**config.mk**
```make
export PLATFORM = sky130hd
export DESIGN_NAME = game_flow_ctrl
export DESIGN_NICKNAME = d
export VERILOG_FILES = /design/src/rtl/game_pkg.sv /design/src/rtl/phase_timer.sv /design/src/rtl/game_flow_ctrl.sv
export SDC_FILE = /design/constraint.sdc
export NUM_CORES = 1
export LEC_CHECK = 0
export ABC_AREA = 0
export CORE_MARGIN = 3
export CORE_UTILIZATION = 56
export DETAILED_ROUTE_END_ITERATION = 8
export PLACE_DENSITY = 0.79
export SLEW_MARGIN = 20
export SYNTH_ARGS = -nofsm -noshare
export SYNTH_HDL_FRONTEND = slang
export SYNTH_SLANG_ARGS = --single-unit
```
**constraint.sdc**
```tcl
create_clock -name clk -period 4.4 [get_ports clk]
set_input_delay 0.44 -clock clk [delete_from_list [all_inputs] [get_ports clk]]
set_output_delay 0.44 -clock clk [all_outputs]
set_load 0.02 [all_outputs]
```
**src/rtl/game_pkg.sv**
```systemverilog
// Shared encodings and helpers for the game flow sequencer.
// Latency: none. The package holds only constants and pure functions.
// Backpressure: none. Button pulses are consumed on the cycle they arrive.
package game_pkg;

  localparam int TW_DEF = 32;

  // One-hot top-level state as seen by the renderer.
  localparam logic [3:0] GS_MENU = 4'b0001;
  localparam logic [3:0] GS_GAME = 4'b0010;
  localparam logic [3:0] GS_LOST = 4'b0100;
  localparam logic [3:0] GS_WON  = 4'b1000;

  // One-hot substate inside GAME.
  localparam logic [2:0] SUB_NONE = 3'b000;
  localparam logic [2:0] SUB_SHOW = 3'b001;
  localparam logic [2:0] SUB_HIDE = 3'b010;
  localparam logic [2:0] SUB_PLAY = 3'b100;

  // One-hot menu cursor.
  localparam logic [2:0] SEL_START = 3'b001;
  localparam logic [2:0] SEL_DIFF  = 3'b010;
  localparam logic [2:0] SEL_INSTR = 3'b100;

  // One-hot difficulty.
  localparam logic [2:0] DIFF_EASY   = 3'b001;
  localparam logic [2:0] DIFF_MEDIUM = 3'b010;
  localparam logic [2:0] DIFF_HARD   = 3'b100;

  // Internal sequencer state; the one-hot outputs are decoded from this.
  typedef enum logic [2:0] {
    ST_MENU,
    ST_SHOW,
    ST_HIDE,
    ST_PLAY,
    ST_LOST,
    ST_WON
  } flow_state_t;

  // The single button action honoured in a cycle.
  typedef enum logic [2:0] {
    ACT_NONE,
    ACT_CENTER,
    ACT_UP,
    ACT_DOWN,
    ACT_LEFT,
    ACT_RIGHT
  } btn_act_t;

  // Simultaneous pulses collapse to one action: center > up > down > left > right.
  function automatic btn_act_t btn_priority(input logic center, input logic up,
                                            input logic down, input logic left,
                                            input logic right);
    btn_act_t act;
    act = ACT_NONE;
    if (center)     act = ACT_CENTER;
    else if (up)    act = ACT_UP;
    else if (down)  act = ACT_DOWN;
    else if (left)  act = ACT_LEFT;
    else if (right) act = ACT_RIGHT;
    return act;
  endfunction

  // Advance a 3-bit one-hot value: 001 -> 010 -> 100 -> 001.
  function automatic logic [2:0] rot_fwd(input logic [2:0] v);
    return {v[1:0], v[2]};
  endfunction

  // Step a 3-bit one-hot value back: 001 -> 100 -> 010 -> 001.
  function automatic logic [2:0] rot_back(input logic [2:0] v);
    return {v[0], v[2:1]};
  endfunction

endpackage

```
**src/rtl/phase_timer.sv**
```systemverilog
// Clearable up-counter with a one-cycle done at count == n-1; shared by SHOW and HIDE.
// Latency: done is combinational from the count register; clear takes effect next cycle.
// Backpressure: none. The counter holds at n-1 rather than wrapping if done is not acted on.
module phase_timer
  import game_pkg::*;
#(
  parameter int TW = TW_DEF
) (
  input  logic          clk,
  input  logic          reset,
  input  logic          clr,
  input  logic          en,
  input  logic [TW-1:0] n,
  output logic          done
);

  logic [TW-1:0] count;

  assign done = en && (count == (n - TW'(1)));

  // Count while enabled, stop at the terminal value, clear on request or reset.
  always_ff @(posedge clk) begin
    if (!reset) begin
      count <= '0;
    end else if (clr) begin
      count <= '0;
    end else if (en && !done) begin
      count <= count + TW'(1);
    end
  end

endmodule

```
**src/rtl/game_flow_ctrl.sv**
```systemverilog
// Game sequencer: menu, difficulty, timed map reveal, hidden gap, play, lost/won; optional GAME_LIVES_EN adds lives.
// Latency: every output is registered and reflects the causing input one cycle later.
// Backpressure: none. Button pulses and collision/goal levels are acted on or dropped in the cycle seen.
module game_flow_ctrl
  import game_pkg::*;
#(
  parameter int SHOW_EASY   = 150000000,
  parameter int SHOW_MEDIUM = 100000000,
  parameter int SHOW_HARD   = 50000000,
  parameter int HIDE_CYCLES = 25000000,
  parameter int LIVES       = 3,
  parameter int TW          = TW_DEF
) (
  input  logic       clk,
  input  logic       reset,
  input  logic       btn_up,
  input  logic       btn_down,
  input  logic       btn_left,
  input  logic       btn_right,
  input  logic       btn_center,
  input  logic       collision,
  input  logic       goal,
  output logic [3:0] game_state,
  output logic [2:0] game_sub,
  output logic [2:0] menu_sel,
  output logic [2:0] difficulty,
  output logic       show_instr,
  output logic       map_visible,
  output logic       move_en,
  output logic       player_rst,
  output logic       lost,
  output logic       won,
  output logic [1:0] lives
);

  localparam logic [TW-1:0] N_EASY   = TW'(SHOW_EASY);
  localparam logic [TW-1:0] N_MEDIUM = TW'(SHOW_MEDIUM);
  localparam logic [TW-1:0] N_HARD   = TW'(SHOW_HARD);
  localparam logic [TW-1:0] N_HIDE   = TW'(HIDE_CYCLES);

  flow_state_t   state, state_d;
  btn_act_t      act;
  logic [2:0]    menu_sel_d, difficulty_d;
  logic          show_instr_d, player_rst_d;
  logic [3:0]    game_state_d;
  logic [2:0]    game_sub_d;
  logic          map_visible_d, move_en_d, lost_d, won_d;
  logic [TW-1:0] show_len, timer_n;
  logic          timer_en, timer_clr, timer_done;

`ifdef GAME_LIVES_EN
  localparam logic [1:0] LIVES_INIT = 2'(LIVES);
  logic [1:0] lives_q, lives_d;
  assign lives = lives_q;
`else
  assign lives = 2'b00;
`endif

  assign act = btn_priority(btn_center, btn_up, btn_down, btn_left, btn_right);

  // Reveal length follows difficulty; difficulty is frozen for the whole GAME phase,
  // so this is effectively the value latched when the run started.
  always_comb begin
    show_len = N_EASY;
    case (difficulty)
      DIFF_MEDIUM: show_len = N_MEDIUM;
      DIFF_HARD:   show_len = N_HARD;
      default:     show_len = N_EASY;
    endcase
  end

  assign timer_en  = (state == ST_SHOW) || (state == ST_HIDE);
  assign timer_n   = (state == ST_HIDE) ? N_HIDE : show_len;
  assign timer_clr = (state_d != state);

  phase_timer #(
    .TW (TW)
  ) u_phase_timer (
    .clk   (clk),
    .reset (reset),
    .clr   (timer_clr),
    .en    (timer_en),
    .n     (timer_n),
    .done  (timer_done)
  );

  // Next-state and next-value logic for the sequencer and menu registers.
  always_comb begin
    state_d      = state;
    menu_sel_d   = menu_sel;
    difficulty_d = difficulty;
    show_instr_d = show_instr;
    player_rst_d = 1'b0;
`ifdef GAME_LIVES_EN
    lives_d      = lives_q;
`endif
    case (state)
      ST_MENU: begin
        case (act)
          ACT_CENTER: begin
            if (menu_sel == SEL_INSTR) begin
              show_instr_d = ~show_instr;
            end else if (menu_sel == SEL_START) begin
              show_instr_d = 1'b0;
              player_rst_d = 1'b1;
              state_d      = ST_SHOW;
`ifdef GAME_LIVES_EN
              lives_d      = LIVES_INIT;
`endif
            end
          end
          ACT_UP:    menu_sel_d = rot_back(menu_sel);
          ACT_DOWN:  menu_sel_d = rot_fwd(menu_sel);
          ACT_LEFT:  if (menu_sel == SEL_DIFF) difficulty_d = rot_back(difficulty);
          ACT_RIGHT: if (menu_sel == SEL_DIFF) difficulty_d = rot_fwd(difficulty);
          default: ;
        endcase
      end
      ST_SHOW: if (timer_done) state_d = ST_HIDE;
      ST_HIDE: if (timer_done) state_d = ST_PLAY;
      ST_PLAY: begin
        if (collision) begin
`ifdef GAME_LIVES_EN
          if (lives_q > 2'd1) begin
            lives_d      = lives_q - 2'd1;
            player_rst_d = 1'b1;
            state_d      = ST_SHOW;
          end else begin
            lives_d = 2'd0;
            state_d = ST_LOST;
          end
`else
          state_d = ST_LOST;
`endif
        end else if (goal) begin
          state_d = ST_WON;
        end
      end
      ST_LOST, ST_WON: begin
        if (act == ACT_CENTER) begin
          state_d    = ST_MENU;
          menu_sel_d = SEL_START;
        end
      end
      default: state_d = ST_MENU;
    endcase
  end

  // Decode the one-hot outputs and gating enables from the upcoming state.
  always_comb begin
    game_state_d  = GS_MENU;
    game_sub_d    = SUB_NONE;
    map_visible_d = 1'b0;
    move_en_d     = 1'b0;
    lost_d        = 1'b0;
    won_d         = 1'b0;
    case (state_d)
      ST_SHOW: begin
        game_state_d  = GS_GAME;
        game_sub_d    = SUB_SHOW;
        map_visible_d = 1'b1;
      end
      ST_HIDE: begin
        game_state_d = GS_GAME;
        game_sub_d   = SUB_HIDE;
      end
      ST_PLAY: begin
        game_state_d = GS_GAME;
        game_sub_d   = SUB_PLAY;
        move_en_d    = 1'b1;
      end
      ST_LOST: begin
        game_state_d  = GS_LOST;
        map_visible_d = 1'b1;
        lost_d        = 1'b1;
      end
      ST_WON: begin
        game_state_d  = GS_WON;
        map_visible_d = 1'b1;
        won_d         = 1'b1;
      end
      default: ;
    endcase
  end

  // State and output registers with synchronous active-low reset.
  always_ff @(posedge clk) begin
    if (!reset) begin
      state       <= ST_MENU;
      game_state  <= GS_MENU;
      game_sub    <= SUB_NONE;
      menu_sel    <= SEL_START;
      difficulty  <= DIFF_EASY;
      show_instr  <= 1'b0;
      map_visible <= 1'b0;
      move_en     <= 1'b0;
      player_rst  <= 1'b0;
      lost        <= 1'b0;
      won         <= 1'b0;
`ifdef GAME_LIVES_EN
      lives_q     <= LIVES_INIT;
`endif
    end else begin
      state       <= state_d;
      game_state  <= game_state_d;
      game_sub    <= game_sub_d;
      menu_sel    <= menu_sel_d;
      difficulty  <= difficulty_d;
      show_instr  <= show_instr_d;
      map_visible <= map_visible_d;
      move_en     <= move_en_d;
      player_rst  <= player_rst_d;
      lost        <= lost_d;
      won         <= won_d;
`ifdef GAME_LIVES_EN
      lives_q     <= lives_d;
`endif
    end
  end

endmodule

```
Word level (Yosys, flattened, before mapping). Cells that the tools add are included.

Output and inout port bits: 21. Word-level logic and storage cells: 91. Input bits: 9. Register bits: 54.

Multiplexer cells: 31. Add/subtract/negate cells: 2. Reductions and logical operators: 16. Equality and inequality tests: 26. Bitwise gates (word level): 4.

Operator list (count): $pmux W28 S2 (1); $mux W3 (16); $add A32 B1 Y32 const B (1); $eq A32 B32 Y1 (1); $mux W32 (1); $sub A32 B1 Y32 const B (1); $eq A3 B2 Y1 const B (8); $eq A3 B3 Y1 const B (8); $pmux W3 S2 (3); $pmux W3 S5 (1); $eq A3 B1 Y1 const B (4); $pmux W4 S3 (1); $pmux W3 S3 (1); $mux W1 (7); $ne A2 B2 Y1 const B (3); $reduce_and A3 Y1 (2); $reduce_bool A2 Y1 (3); $reduce_or A3 Y1 (2); $not A1 Y1 (4); $reduce_and A4 Y1 (1); $reduce_or A2 Y1 (2); $reduce_or A4 Y1 (1); $logic_not A3 Y1 (1); $ne A3 B1 Y1 const B (1); 4 further kinds (5).

Longest topological paths before layout.
Word-level depth: 11. Mapped depth: 12.

By module. A second synthesis with hierarchy kept.

Cell total of the unflattened synthesis: 505. Area total of the unflattened synthesis: 3936.3 um2.

By module, submodules not included: phase_timer (cells an instance 377, seq. area each 640.6 um2, times used 1, area an instance 2885.3 um2); game_flow_ctrl (cells an instance 128, seq. area each 400.4 um2, times used 1, area an instance 1051.0 um2).

Worst setup path after synthesis. Ideal clock, no wire load.

Path kind: register to register. Start: register difficulty[1]. End: register game_sub[2]. Setup slack: 1290 ps. Cell stages (with the launch flop): 12. Required time: 4334 ps. Arrival: 3044 ps. Clock period less this slack: 3110 ps. Path buffers: 1. Path through: dfxtp_1 or3b_2 nor2_1 ha_1 xor2_1 nand3_1 or4_4 a2111oi_4 buf_6 nand3b_1 a211o_1 nor2_1.

Cells in the longest elaborated chain, start to end: 10. Elaborated cells between the ends (all ways): 14. Those cells by class: 1 x add/sub; 6 x eq/ne; 6 x mux; 1 x reduce/logical.

Ends and longest elaborated chain: start: declaration (RTL line game_flow_ctrl.sv:26) `output logic [2:0] difficulty,`; start signal: assignment (RTL line game_flow_ctrl.sv:208) `difficulty <= difficulty_d;`; $eq A3 B3 Y1 or $eq A3 B2 Y1 (tied branches) (RTL line game_flow_ctrl.sv:65) `case (difficulty)`; $pmux W28 S2 * (RTL line game_flow_ctrl.sv:65); $mux W32 * (RTL line game_flow_ctrl.sv:73) `assign timer_n = (state == ST_HIDE) ? N_HIDE : show_len;`; $sub A32 B1 Y32 * (RTL line phase_timer.sv:19) `assign done = en && (count == (n - TW'(1)));`; $eq A32 B32 Y1 * (RTL line phase_timer.sv:19); $logic_and A1 B1 Y1 * (RTL line phase_timer.sv:19); $mux W3, on equally long branches (RTL line game_flow_ctrl.sv:120, game_flow_ctrl.sv:119); $pmux W3 S5 * (RTL line game_flow_ctrl.sv:97) `case (state)`; $eq A3 B2 Y1 or $eq A3 B1 Y1 (tied branches) (RTL line game_flow_ctrl.sv:157) `case (state_d)`; $pmux W3 S3 * (RTL line game_flow_ctrl.sv:157); end signal: assignment (RTL line game_flow_ctrl.sv:206) `game_sub <= game_sub_d;`; end: declaration (RTL line game_flow_ctrl.sv:24) `output logic [2:0] game_sub,`.

Every way passes the cells marked *; elsewhere a longest branch is shown, timed or not. A chain may end at the register's enable or synchronous reset.

Worst setup path in the final report.
Start: register difficulty[1]. End: register u_phase_timer.count[16].

Cells in the longest elaborated chain, start to end: 10. Elaborated cells between the ends (all ways): 14. Those cells by class: 1 x add/sub; 4 x eq/ne; 5 x mux; 4 x reduce/logical.

Ends and longest elaborated chain: $eq A3 B3 Y1 or $eq A3 B2 Y1 (tied branches) (RTL line game_flow_ctrl.sv:65); $pmux W28 S2 * (RTL line game_flow_ctrl.sv:65); $mux W32 * (RTL line game_flow_ctrl.sv:73); $sub A32 B1 Y32 * (RTL line phase_timer.sv:19); $eq A32 B32 Y1 * (RTL line phase_timer.sv:19); $logic_and A1 B1 Y1 * (RTL line phase_timer.sv:19); $mux W3, on equally long branches (RTL line game_flow_ctrl.sv:120, game_flow_ctrl.sv:119); $pmux W3 S5 (RTL line game_flow_ctrl.sv:97); $ne A3 B3 Y1 (RTL line game_flow_ctrl.sv:74) `assign timer_clr = (state_d != state);`; $reduce_or A2 Y1 (no line); end signal: assignment (RTL line phase_timer.sv:28) `count <= count + TW'(1);`; end: declaration (RTL line phase_timer.sv:17) `logic [TW-1:0] count;`.

Marked as above.

==> run metrics <==
vias in the first global route 2,383; f_max 269 MHz; Mapped Area 0.00280 mm2; routed vias/inst 5.74; # hold bufs at CTS 0; critical path endpoint category flop; final wirelength 6290 um; Register Area 0.00104 mm2; CTS buffer count 5; share of the synthesized area in the top cell type 37.1%; Setup violations, final 0; gr usage total 22.3%; core region area 0.00479 mm2; CP Launch Type flop; Yosys cell types 48; grt met3 use 4.11%; post-synthesis register bit count 52; TNS Setup 0 ps; Final Cycle Share 84.6%; Post-Synthesis Cells 353; critical path class reg2reg; Yosys Warn Count 0; Clock Tree Root clkbuf_8; Die Y 76.8 um; Syn Area/Cell 7.94 um2; Layout Skew 14.3 ps; clk buf depth 2; die footprint 0.00589 mm2; hold path start u_phase_timer.count[22]; Worst Hold Class reg2reg; VDD IR max 0.000230 V; asr flop ratio synth 0%; DP Area 0.00306 mm2; GRT met1 Usage 28.6%; Layout fillers 429; most area-consuming cells after synthesis dfxtp_1 (37%), nor2_1 (8.0%), xnor2_1 (5.0%); status complete, no violations; Seq/Total Area, Yosys 37.1%; clk_lat worst skew 310 ps; r2r startpoint difficulty[1]; CP Data Required Time 4560 ps; final instance area 0.00318 mm2; met2 Track Usage GR 37.6%; routed via count 2,508; number of diodes 0; Layout area overhead 13.3%; Synth Flop Type dfxtp_1; die width 76.8 um; relative slew slack 46.6%; Multi-input gate area 0.00163 mm2; critical path launch point difficulty[1]; Post CTS Setup Buffer Count 0; EDFF count, synth 0; final hold vios 0; crit path DAT 3880 ps; DRT Pass-1 Iters 4; PostCTS Resize Cnt 0; Iteration-0 DRC Markers 225; clk slew on worst S/H paths 90 ps; HPWL Detailed 4630 um; fin nets 380; Starting Density 58.6%; Core Rows 25; RSZ-0062 raised after global routing false; initial antenna violation count 0; grt peak-use layer met2; Max FO, Critical Path 25; Clock Sinks 52; share of cells above drive strength 1 4.05%; first-pass GRT wire length 11,000 um; Tightest Pin Transition 802 ps; WL per Instance 14.4 um; largest net degree at the start of global routing 26; global route overflow 0; most common cell after layout, fill and taps aside nor2_1; # IOs 30; number of port buffers 27; CTS H-tree depth 2; max_cap viols 0; LEAKAGE 0.00109 uW; Synth area leader dfxtp_1; commonest cells after routing, fill and taps aside nor2_1 (60), dfxtp_1 (52), clkdlybuf4s50_1 (27), nand2_1 (24), nor3_1 (21); Final ANT Viol Nets 0; GP Congestion 0.916; CTS tree done; Residual DRC 0; Final Max Slew Viols 0; Pwr Density 292 mW/mm2; post-layout minimum cycle time 3720 ps
-- sequential cells by signal, indices dropped and copies added, names as in the netlist --
name / cells
player_rst: 1
u_phase_timer.count: 32
lost: 1
map_visible: 1
difficulty: 3
game_state: 4
show_instr: 1
menu_sel: 3
state: 3
game_sub: 3
-- per-stage QoR --
step | instances | setup WS [ps] | hold slack [ps] | total power [uW] | util (%)
after global placement | 429 | 803 | 481 | 603 | 64.0
after detailed placement | 429 | 648 | 489 | 605 | 64.0
after global routing | 437 | 333 | 539 | 961 | 66.4
after CTS | 437 | 648 | 504 | 932 | 66.4
final | 437 | 677 | 506 | 928 | 66.4
after floorplan | 354 | 1290 | 467 | 567 | -
-- logic make-up (layout without fill, tap and decap cells) --
kind of cell | count (synthesis) | count (layout) | synth area share [%]
simple gates | 183 | 183 | 33.7
compound gates | 56 | 56 | 13.2
flops | 52 | 52 | 37.1
buf+inv | 28 | 44 | 4.95
xor+xnor | 24 | 24 | 7.50
mux | 7 | 7 | 2.50
fa+ha+maj | 2 | 2 | 0.892
other cells | 1 | 2 | 0.134
-- area by class of cell --
| class | count | share of cell area [%] |
|---|---|---|
| Inverter | 7 | 0.827 |
| Timing Repair Buffer | 29 | 8.98 |
| Multi-Input combinational cell | 274 | 51.3 |
| Tap cell | 67 | 2.64 |
| Clock buffer | 6 | 2.29 |
| Clock inverter | 2 | 1.22 |
| Sequential cell | 52 | 32.8 |
-- synth_stat cells (3+ instances only) --
library cell and number:
xor2_1 8, nor2_1 60, nor3b_1 7, inv_1 7
nor3_1 21, and2_1 4, a211o_1 3, nand3b_1 4
nand4_1 8, dfxtp_1 52, and3_1 9, xnor2_1 16
clkbuf_1 9, mux2i_1 7, nand2_1 24, o21ai_0 14
buf_2 6, a21oi_1 18, or3_1 5, or3b_2 3
nand2b_1 10, a211oi_1 5, buf_4 5, nand3_1 12
nor4_1 3
-- report_power, final --
part / internal (uW) / switching, uW / leakage, uW / total [uW]
sequential: 481 / 10.8 / 0.000421 / 492
clock: 172 / 162 / 0.0000558 / 334
combinational: 40.9 / 60.2 / 0.000611 / 101
-- path summary, 6_finish.rpt --
kind | to | slack [ps] | cells after the start
max reg2reg | u_phase_timer.count[16] | 680 | 9
min | u_phase_timer.count[22] | 510 | 2
min reg2reg | u_phase_timer.count[22] | 510 | 2
max | u_phase_timer.count[16] | 680 | 9
-- routing by layer --
metal	up-vias	wire, um
met5	-	0
met4	0	116
met3	10	289
met2	75	3020
met1	1161	2860
li1	1262	-
-- critical path: stages (launching register included) --
cell       delay [ps]
dfxtp_1           490
or3b_2            490
nor2_1            170
ha_1              280
xor2_1            170
nand3_1            90
or4_4             440
a2111oi_4         590
a21o_1            750
nor2_1            120
Note: power is estimated with default switching activity, not from simulation.
